`config.mk`:
```
export PLATFORM = sky130hd
export DESIGN_NAME = button_timer_unit
export DESIGN_NICKNAME = d
export VERILOG_FILES = /design/src/rtl/button_timer_unit.sv
export SDC_FILE = /design/constraint.sdc
export NUM_CORES = 1
export LEC_CHECK = 0
export BUFFER_PORTS_ARGS = -buffer_cell sky130_fd_sc_hd__buf_2
export CORE_ASPECT_RATIO = 0.8
export CORE_UTILIZATION = 55
export CTS_CLUSTER_DIAMETER = 100
export CTS_CLUSTER_SIZE = 16
export DETAILED_ROUTE_END_ITERATION = 7
export GPL_ROUTABILITY_DRIVEN = 0
export PLACE_DENSITY = 0.86
export SYNTH_ARGS = -nofsm -noshare
export SYNTH_HDL_FRONTEND = slang
export SYNTH_SLANG_ARGS = --single-unit
```
`constraint.sdc`:
```
create_clock -name clk -period 2.3 [get_ports clk]
set_clock_uncertainty 0.15 [all_clocks]
set_input_delay 0.345 -clock clk [delete_from_list [all_inputs] [get_ports clk]]
set_output_delay 0.345 -clock clk [all_outputs]
set_load 0.02 [all_outputs]
```
`src/rtl/button_timer_unit.sv`:
```
// Debounced active-low pushbutton channels with ready/ack/overrun flags, a prescaled
// wrapping counter with a compare alarm, and a combinational status/count read mux.
module button_timer_unit #(
  parameter int CNT_W    = 16,
  parameter int DATA_W   = 16,
  parameter int N_BTN    = 4,
  parameter int PRESCALE = 4194304,
  parameter int DEBOUNCE = 16
) (
  input  logic              clk,
  input  logic              rst_n,
  input  logic [N_BTN-1:0]  btn_n,
  input  logic              cnt_en,
  input  logic              cnt_clr,
  input  logic [CNT_W-1:0]  alarm_val,
  input  logic [N_BTN-1:0]  ack,
  input  logic              alarm_ack,
  input  logic              rd_status,
  output logic [DATA_W-1:0] rdata,
  output logic              irq
);

  localparam int DCNT_W = (DEBOUNCE > 1) ? $clog2(DEBOUNCE) : 1;
  localparam int PRE_W  = $clog2(PRESCALE);
  localparam logic [DCNT_W-1:0] DCNT_MAX = DCNT_W'(DEBOUNCE - 1);
  localparam logic [PRE_W-1:0]  PRE_MAX  = PRE_W'(PRESCALE - 1);

  logic [N_BTN-1:0]  r_sync1, r_sync2, r_deb, r_ready, r_ovf, w_press;
  logic [DCNT_W-1:0] r_dcnt [N_BTN];
  logic [PRE_W-1:0]  r_pre;
  logic [CNT_W-1:0]  r_count, w_count_nxt;
  logic              r_wrap, r_alarm, w_tick, w_alarm_set;
  logic [DATA_W-1:0] w_status;

  // NOTE: sequential state always uses non-blocking (<=) so every flop samples pre-edge values.
  always_ff @(posedge clk or negedge rst_n) begin
    if (!rst_n) begin
      r_sync1 <= '1;
      r_sync2 <= '1;
    end else begin
      r_sync1 <= btn_n;
      r_sync2 <= r_sync1;
    end
  end

  // NOTE: the per-channel counter array is reset too, so a reset discards half-finished debounces.
  always_ff @(posedge clk or negedge rst_n) begin
    if (!rst_n) begin
      r_deb <= '1;
      for (int i = 0; i < N_BTN; i++) r_dcnt[i] <= '0;
    end else begin
      for (int i = 0; i < N_BTN; i++) begin
        if (r_sync2[i] == r_deb[i]) begin
          r_dcnt[i] <= '0;
        end else if (r_dcnt[i] == DCNT_MAX) begin
          r_deb[i]  <= r_sync2[i];
          r_dcnt[i] <= '0;
        end else begin
          r_dcnt[i] <= r_dcnt[i] + 1'b1;
        end
      end
    end
  end

  // A press is the edge on which the debounced level commits from 1 to 0.
  always_comb begin
    for (int i = 0; i < N_BTN; i++)
      w_press[i] = r_deb[i] & ~r_sync2[i] & (r_dcnt[i] == DCNT_MAX);
  end

  always_ff @(posedge clk or negedge rst_n) begin
    if (!rst_n) begin
      r_ready <= '0;
      r_ovf   <= '0;
    end else begin
      for (int i = 0; i < N_BTN; i++) begin
        if (w_press[i]) begin
          r_ready[i] <= 1'b1;
          if (ack[i] && r_ready[i])  r_ovf[i] <= 1'b0;
          else if (r_ready[i])       r_ovf[i] <= 1'b1;
        end else if (ack[i] && r_ready[i]) begin
          r_ready[i] <= 1'b0;
          r_ovf[i]   <= 1'b0;
        end
      end
    end
  end

  assign w_tick      = cnt_en && (r_pre == PRE_MAX);
  assign w_count_nxt = r_count + 1'b1;
  assign w_alarm_set = w_tick && !cnt_clr && (w_count_nxt == alarm_val);

  always_ff @(posedge clk or negedge rst_n) begin
    if (!rst_n) begin
      r_pre   <= '0;
      r_count <= '0;
      r_wrap  <= 1'b0;
    end else if (cnt_clr) begin
      r_pre   <= '0;
      r_count <= '0;
      r_wrap  <= 1'b0;
    end else if (cnt_en) begin
      if (w_tick) begin
        r_pre   <= '0;
        r_count <= w_count_nxt;
        if (&r_count) r_wrap <= 1'b1;
      end else begin
        r_pre <= r_pre + 1'b1;
      end
    end
  end

  // Setting beats a simultaneous acknowledge so a fresh match is never lost.
  always_ff @(posedge clk or negedge rst_n) begin
    if (!rst_n)           r_alarm <= 1'b0;
    else if (w_alarm_set) r_alarm <= 1'b1;
    else if (alarm_ack)   r_alarm <= 1'b0;
  end

  // NOTE: default-assign the whole word first so no bit of the combinational mux infers a latch.
  always_comb begin
    w_status                    = '0;
    w_status[N_BTN-1:0]         = r_ready;
    w_status[2*N_BTN-1:N_BTN]   = r_ovf;
    w_status[2*N_BTN]           = r_wrap;
    w_status[2*N_BTN+1]         = r_alarm;
  end

  assign rdata = rd_status ? w_status : DATA_W'(r_count);
  assign irq   = (|r_ready) | r_alarm;

endmodule

```
* Yosys cells after proc, flatten, opt, wreduce, memory -nomap -nowiden
Index checks and enable logic that the tools add are counted.
** Cells by class
- Add/subtract/negate cells :: 6
- $mul :: 0
- Divide/modulo/power cells :: 0
- Magnitude comparators :: 0
- Eq/ne operators :: 10
- Shift operators :: 0
- Multiplexer cells :: 41
- Bitwise operators :: 17
- Reductions and logical operators :: 32
** Operator list (count)
- 22-bit 2-to-1 mux :: 3
- 16-bit 2-to-1 mux :: 4
- 4-bit 2-to-1 mux :: 8
- 1-bit 2-to-1 mux :: 26
- 2-bit nonzero test :: 12
- 22-bit by 1-bit adder with 22-bit output, second input constant :: 1
- 22-bit == test, second input constant :: 1
- 2-bit AND reduction :: 9
- 16-bit by 1-bit adder with 16-bit output, second input constant :: 1
- 4-bit by 1-bit adder with 4-bit output, second input constant :: 4
- 16-bit == test :: 1
- 4-bit == test, second input constant :: 4
- 16-bit AND reduction :: 1
- 1-bit AND :: 8
- 1-bit NOT :: 8
- 1-bit logical AND :: 7
- 1-bit == test :: 4
- 4-bit OR reduction :: 1
- 3-bit AND reduction :: 1
- 1-bit logical NOT :: 1
- 1-bit OR :: 1
** Storage, ports and cells
- Register bits :: 76
- Latch bits :: 0
- RAM bits :: 0
- Bits in read-only memories :: 0
- Input port bits :: 30
- Output and inout port bits :: 17
- Word-level logic and storage cells :: 128
- Memories kept :: 0

* Longest topological paths before layout
- Depth after elaboration :: 5
- Mapped depth :: 8
- Mapped depth without buffers :: 7

* Least setup slack after synthesis
Ideal clock, no wire load.
- Path type :: register to register
- Start point :: register r_count[0]
- End point :: register r_alarm
- Arrival :: 1.715 ns
- Required time :: 2.028 ns
- Slack :: 0.313 ns
- Cell stages (with the launch flop) :: 8
- Path through :: dfrtp_1 > ha_1 > nand3_4 > nor2_1 > and3_1 > mux2i_1 > nor4_1 > a32o_1
** Between the ends
- Cells in the longest elaborated chain, start to end :: 4
- Elaborated cells on any way between the ends :: 5
- Classes of those cells :: add/sub (1); eq/ne (1); mux (1); reduce/logical (2)
** RTL lines
- from (decl) :: RTL line 31 : logic [CNT_W-1:0] r_count, w_count_nxt;
- from (signal assigned) :: RTL line 105 : r_count <= w_count_nxt;
- 16-bit by 1-bit adder with 16-bit output (*) :: RTL line 90 : assign w_count_nxt = r_count + 1'b1;
- 16-bit == test (*) :: RTL line 91 : assign w_alarm_set = w_tick && !cnt_clr && (w_count_nxt == alarm_val);
- 1-bit logical AND (*) :: RTL line 91
- 1-bit 2-to-1 mux / 2-bit nonzero test (equally long branches)
- to (signal assigned) :: RTL line 115 : if (!rst_n) r_alarm <= 1'b0;
- to (signal assigned) :: RTL line 116 : else if (w_alarm_set) r_alarm <= 1'b1;
- to (signal assigned) :: RTL line 117 : else if (alarm_ack) r_alarm <= 1'b0;
- to (decl) :: RTL line 32 : logic r_wrap, r_alarm, w_tick, w_alarm_set;
Every way passes the cells marked *; elsewhere a longest branch is shown, timed or not.
A chain may end at the register's enable or synchronous reset.

* Worst setup path after layout
- Start point :: register r_pre[0]
- End point :: register r_count[11]
** Between the ends
- Cells in the longest elaborated chain, start to end :: 4
** RTL lines
- from (decl) :: RTL line 30 : logic [PRE_W-1:0] r_pre;
- from (signal assigned) :: RTL line 108 : r_pre <= r_pre + 1'b1;
- 22-bit == test :: RTL line 89 : assign w_tick = cnt_en && (r_pre == PRE_MAX);
- 1-bit logical AND :: RTL line 89
- 2-bit nonzero test (no line)
- 2-bit AND reduction (no line)
Every way passes these cells.

==> impl_metrics.ini <==
[run_status]
outcome = completed

[cts]
clock_path_buffers = 2
path_clk_slew_ns = 0.08
clock-root-buffer = clkbuf_8
cts_tree = done
cts_setup_buffers = 0
ctsHtreeMaxLevel = 3
clkSinkCount = 76
cts_buffers = 9
clock_latency_ns = 0.35

[logic_synthesis]
synthTopCellsByCount = dfrtp_1 (64), nor2_1 (48), xor2_1 (30)
syn_area_mm2 = 0.00399
synthDistinctLibCells = 45
yosysMostFrequentCell = dfrtp_1
synthDominantCellAreaShare = 0.401
ys_seq_area_frac = 0.480
syn_avg_cell_area_um2 = 9.96
synth_area_leaders = dfrtp_1 (40%), dfstp_2 (7.9%), xor2_1 (6.6%), xnor2_1 (6.1%), nor2_1 (4.5%)
synth_ff_type = dfrtp_1
ys_warn_count = 0
synthesis.nets = 441
synthCells = 401
ys_ff_latch = 76
synth_edf_count = 0
synth-async-reset-ratio = 1.00
yosysTopAreaCell = dfrtp_1

[layout]
diodes = 0
fin_area_mm2 = 0.00466
syn_to_final_growth_pct = 16.8
fillers = 534
drive_above_1_share = 0.234
nets = 497

[sta]
fin_crit_ns = 2.13
fin_crit_sh = 0.926
slew_violations = 0
setup_tns_ns = 0
rsz0062_at_grt = false
clock.fmax_ghz = 0.470
final-setup-viol-count = 0
holdWs_ns = 0.0246
hold_viol_final = 0
tightestPinTransition_ns = 0.618
slew_headroom = 0.588
layout_setup_ws_ns = 0.170

[routing]
wl_um = 8680
first_iter_violations = 193
first_pass_iters = 5
drc = 0
via_per_inst = 5.70
vias = 3125
postRouteAntennaNets = 0
wire_per_inst_um = 15.8

[setup_path]
crit_chain = ha_1 > nand4_1 > nor2_1 > nand4_1 > or3_1 > a21oi_1
cp_max_fo = 7
cp-end-kind = flop
slowest_stage = or3_1
r2r_slack_ns = 0.17
crit_type = reg2reg
critPathMostFrequentCell = nand4_1
max_stage_delay_ns = 0.42
crit_required_ns = 2.43
crit_arrival_ns = 2.25
reg2reg_depth = 6
reg2reg_from = r_pre[0]$_DFFE_PN0P_
path_buf_inv = 0
start_kind = flop
cp_top_family = simple AND/OR/NAND/NOR gates
r2r_end = r_count[11]$_DFFE_PN0P_

[global_route]
antenna_found_initial = 0
grt_overflow = 0
grt_pass1_wl_um = 15300
grt_max_degree = 32
grt.total_usage = 0.254
grt_pass1_vias = 3249

[die]
fp.dieH_um = 78.2
coreArea_mm2 = 0.00696
ioPinCount = 47
rows = 27
die_w_um = 97.3
die_area_mm2 = 0.00761
start_util = 0.574

[placed_design]
io_buffer_count = 46
postPlaceCellArea_mm2 = 0.00437
hpwl_um = 6210
post-place-ws_ns = 0.161

[pwr]
p_leak_uw = 0.00210
power_density_mw_per_mm2 = 575
irDropWorstVdd_uv = 364
total_power_uw = 2680

[min_path]
hold_path_class = in2reg
min-delay-start = ack[1]
min_to = r_ovf[1]$_DFFE_PN0P_
hold-path-cell-count = 2

[job]
maxCapViolCount = 0
-- power breakdown --
group | leakage [µW] | switching [µW] | total, µW | internal (µW)
Combinational | 0.000993 | 110 | 197 | 86.9
Sequential | 0.00100 | 26.2 | 1400 | 1370
Clock | 0.000102 | 481 | 1080 | 602
Total | 0.00210 | 618 | 2680 | 2060
-- cell usage in the layout (no fill, tap or decap), types with 7 or more instances in the layout --
master / n
nand4_1: 13
xnor2_1: 28
dfstp_2: 12
a31oi_1: 8
nand3_1: 15
inv_1: 13
and3_1: 7
buf_4: 8
a21oi_1: 19
ha_1: 10
xor2_1: 30
clkbuf_8: 9
dfrtp_1: 62
buf_2: 46
nor3_1: 10
o21ai_0: 19
nor2b_1: 10
nand2_1: 24
nor2_1: 46
mux2_2: 10
-- worst max-delay path by stage --
stage	from	to	slack [ns]	cells past startpoint
3_5_place_dp	r_count[5]$_DFFE_PN0P_	r_alarm$_DFFE_PN0P_	0.16	6
6_report	r_pre[0]$_DFFE_PN0P_	r_count[11]$_DFFE_PN0P_	0.17	6
2_1_floorplan	r_count[0]$_DFFE_PN0P_	r_alarm$_DFFE_PN0P_	0.31	7
5_1_grt	r_count[1]$_DFFE_PN0P_	r_alarm$_DFFE_PN0P_	0.02	7
4_1_cts	r_count[2]$_DFFE_PN0P_	r_count[11]$_DFFE_PN0P_	0.13	5
3_3_place_gp	r_count[5]$_DFFE_PN0P_	r_count[11]$_DFFE_PN0P_	0.20	5
-- registers in the layout (all words and copies together), names as in the netlist --
register / flops
r_pre: 22
r_dcnt: 16
r_ready: 4
r_ovf: 4
r_alarm: 1
r_count: 16
r_wrap: 1
r_sync2: 4
r_deb: 4
r_sync1: 4
-- per-layer routing --
metal  GRT usage  up-vias  routed length, µm
li1            -     1501                  -
met4      0.0985        0                176
met5           0        -                  0
met3      0.0641       20                587
met2       0.409       97               4170
met1       0.334     1507               3750
-- final cells by class --
class | count | area (µm²) | share of cell area
clock buffers | 10 | 128 | 0.0274
well taps | 87 | 109 | 0.0233
multi-input cells | 295 | 1980 | 0.425
clock inverters | 5 | 77.6 | 0.0166
flip-flops and latches | 76 | 1920 | 0.412
inverters | 13 | 48.8 | 0.0105
repair buffers | 62 | 400 | 0.0859
-- cell families (layout without fill, tap and decap cells) --
family / after synthesis / after routing / synth area share
DFF: 76 / 76 / 0.480
buffers and inverters: 30 / 90 / 0.0320
muxes: 11 / 11 / 0.0307
AOI/OAI and AO/OA: 56 / 56 / 0.0812
xor gates and xnor gates: 58 / 58 / 0.127
adders and majority gates: 10 / 10 / 0.0313
and+or+nand+nor: 160 / 160 / 0.217
-- through the flow --
step / std cells / util
6_report: 548 / 0.670
5_1_grt: 548 / 0.670
4_1_cts: 548 / 0.665
3_5_place_dp: 528 / 0.628
3_3_place_gp: 528 / 0.628
2_1_floorplan: 401 / -
-- repair_timing --
action	4_1_cts	5_1_grt
hold buffers	5	0
setup endpoints to repair	0	6
gates resized for setup	0	8
hold endpoints to repair	23	0
Power figures use the tool's default switching activity.
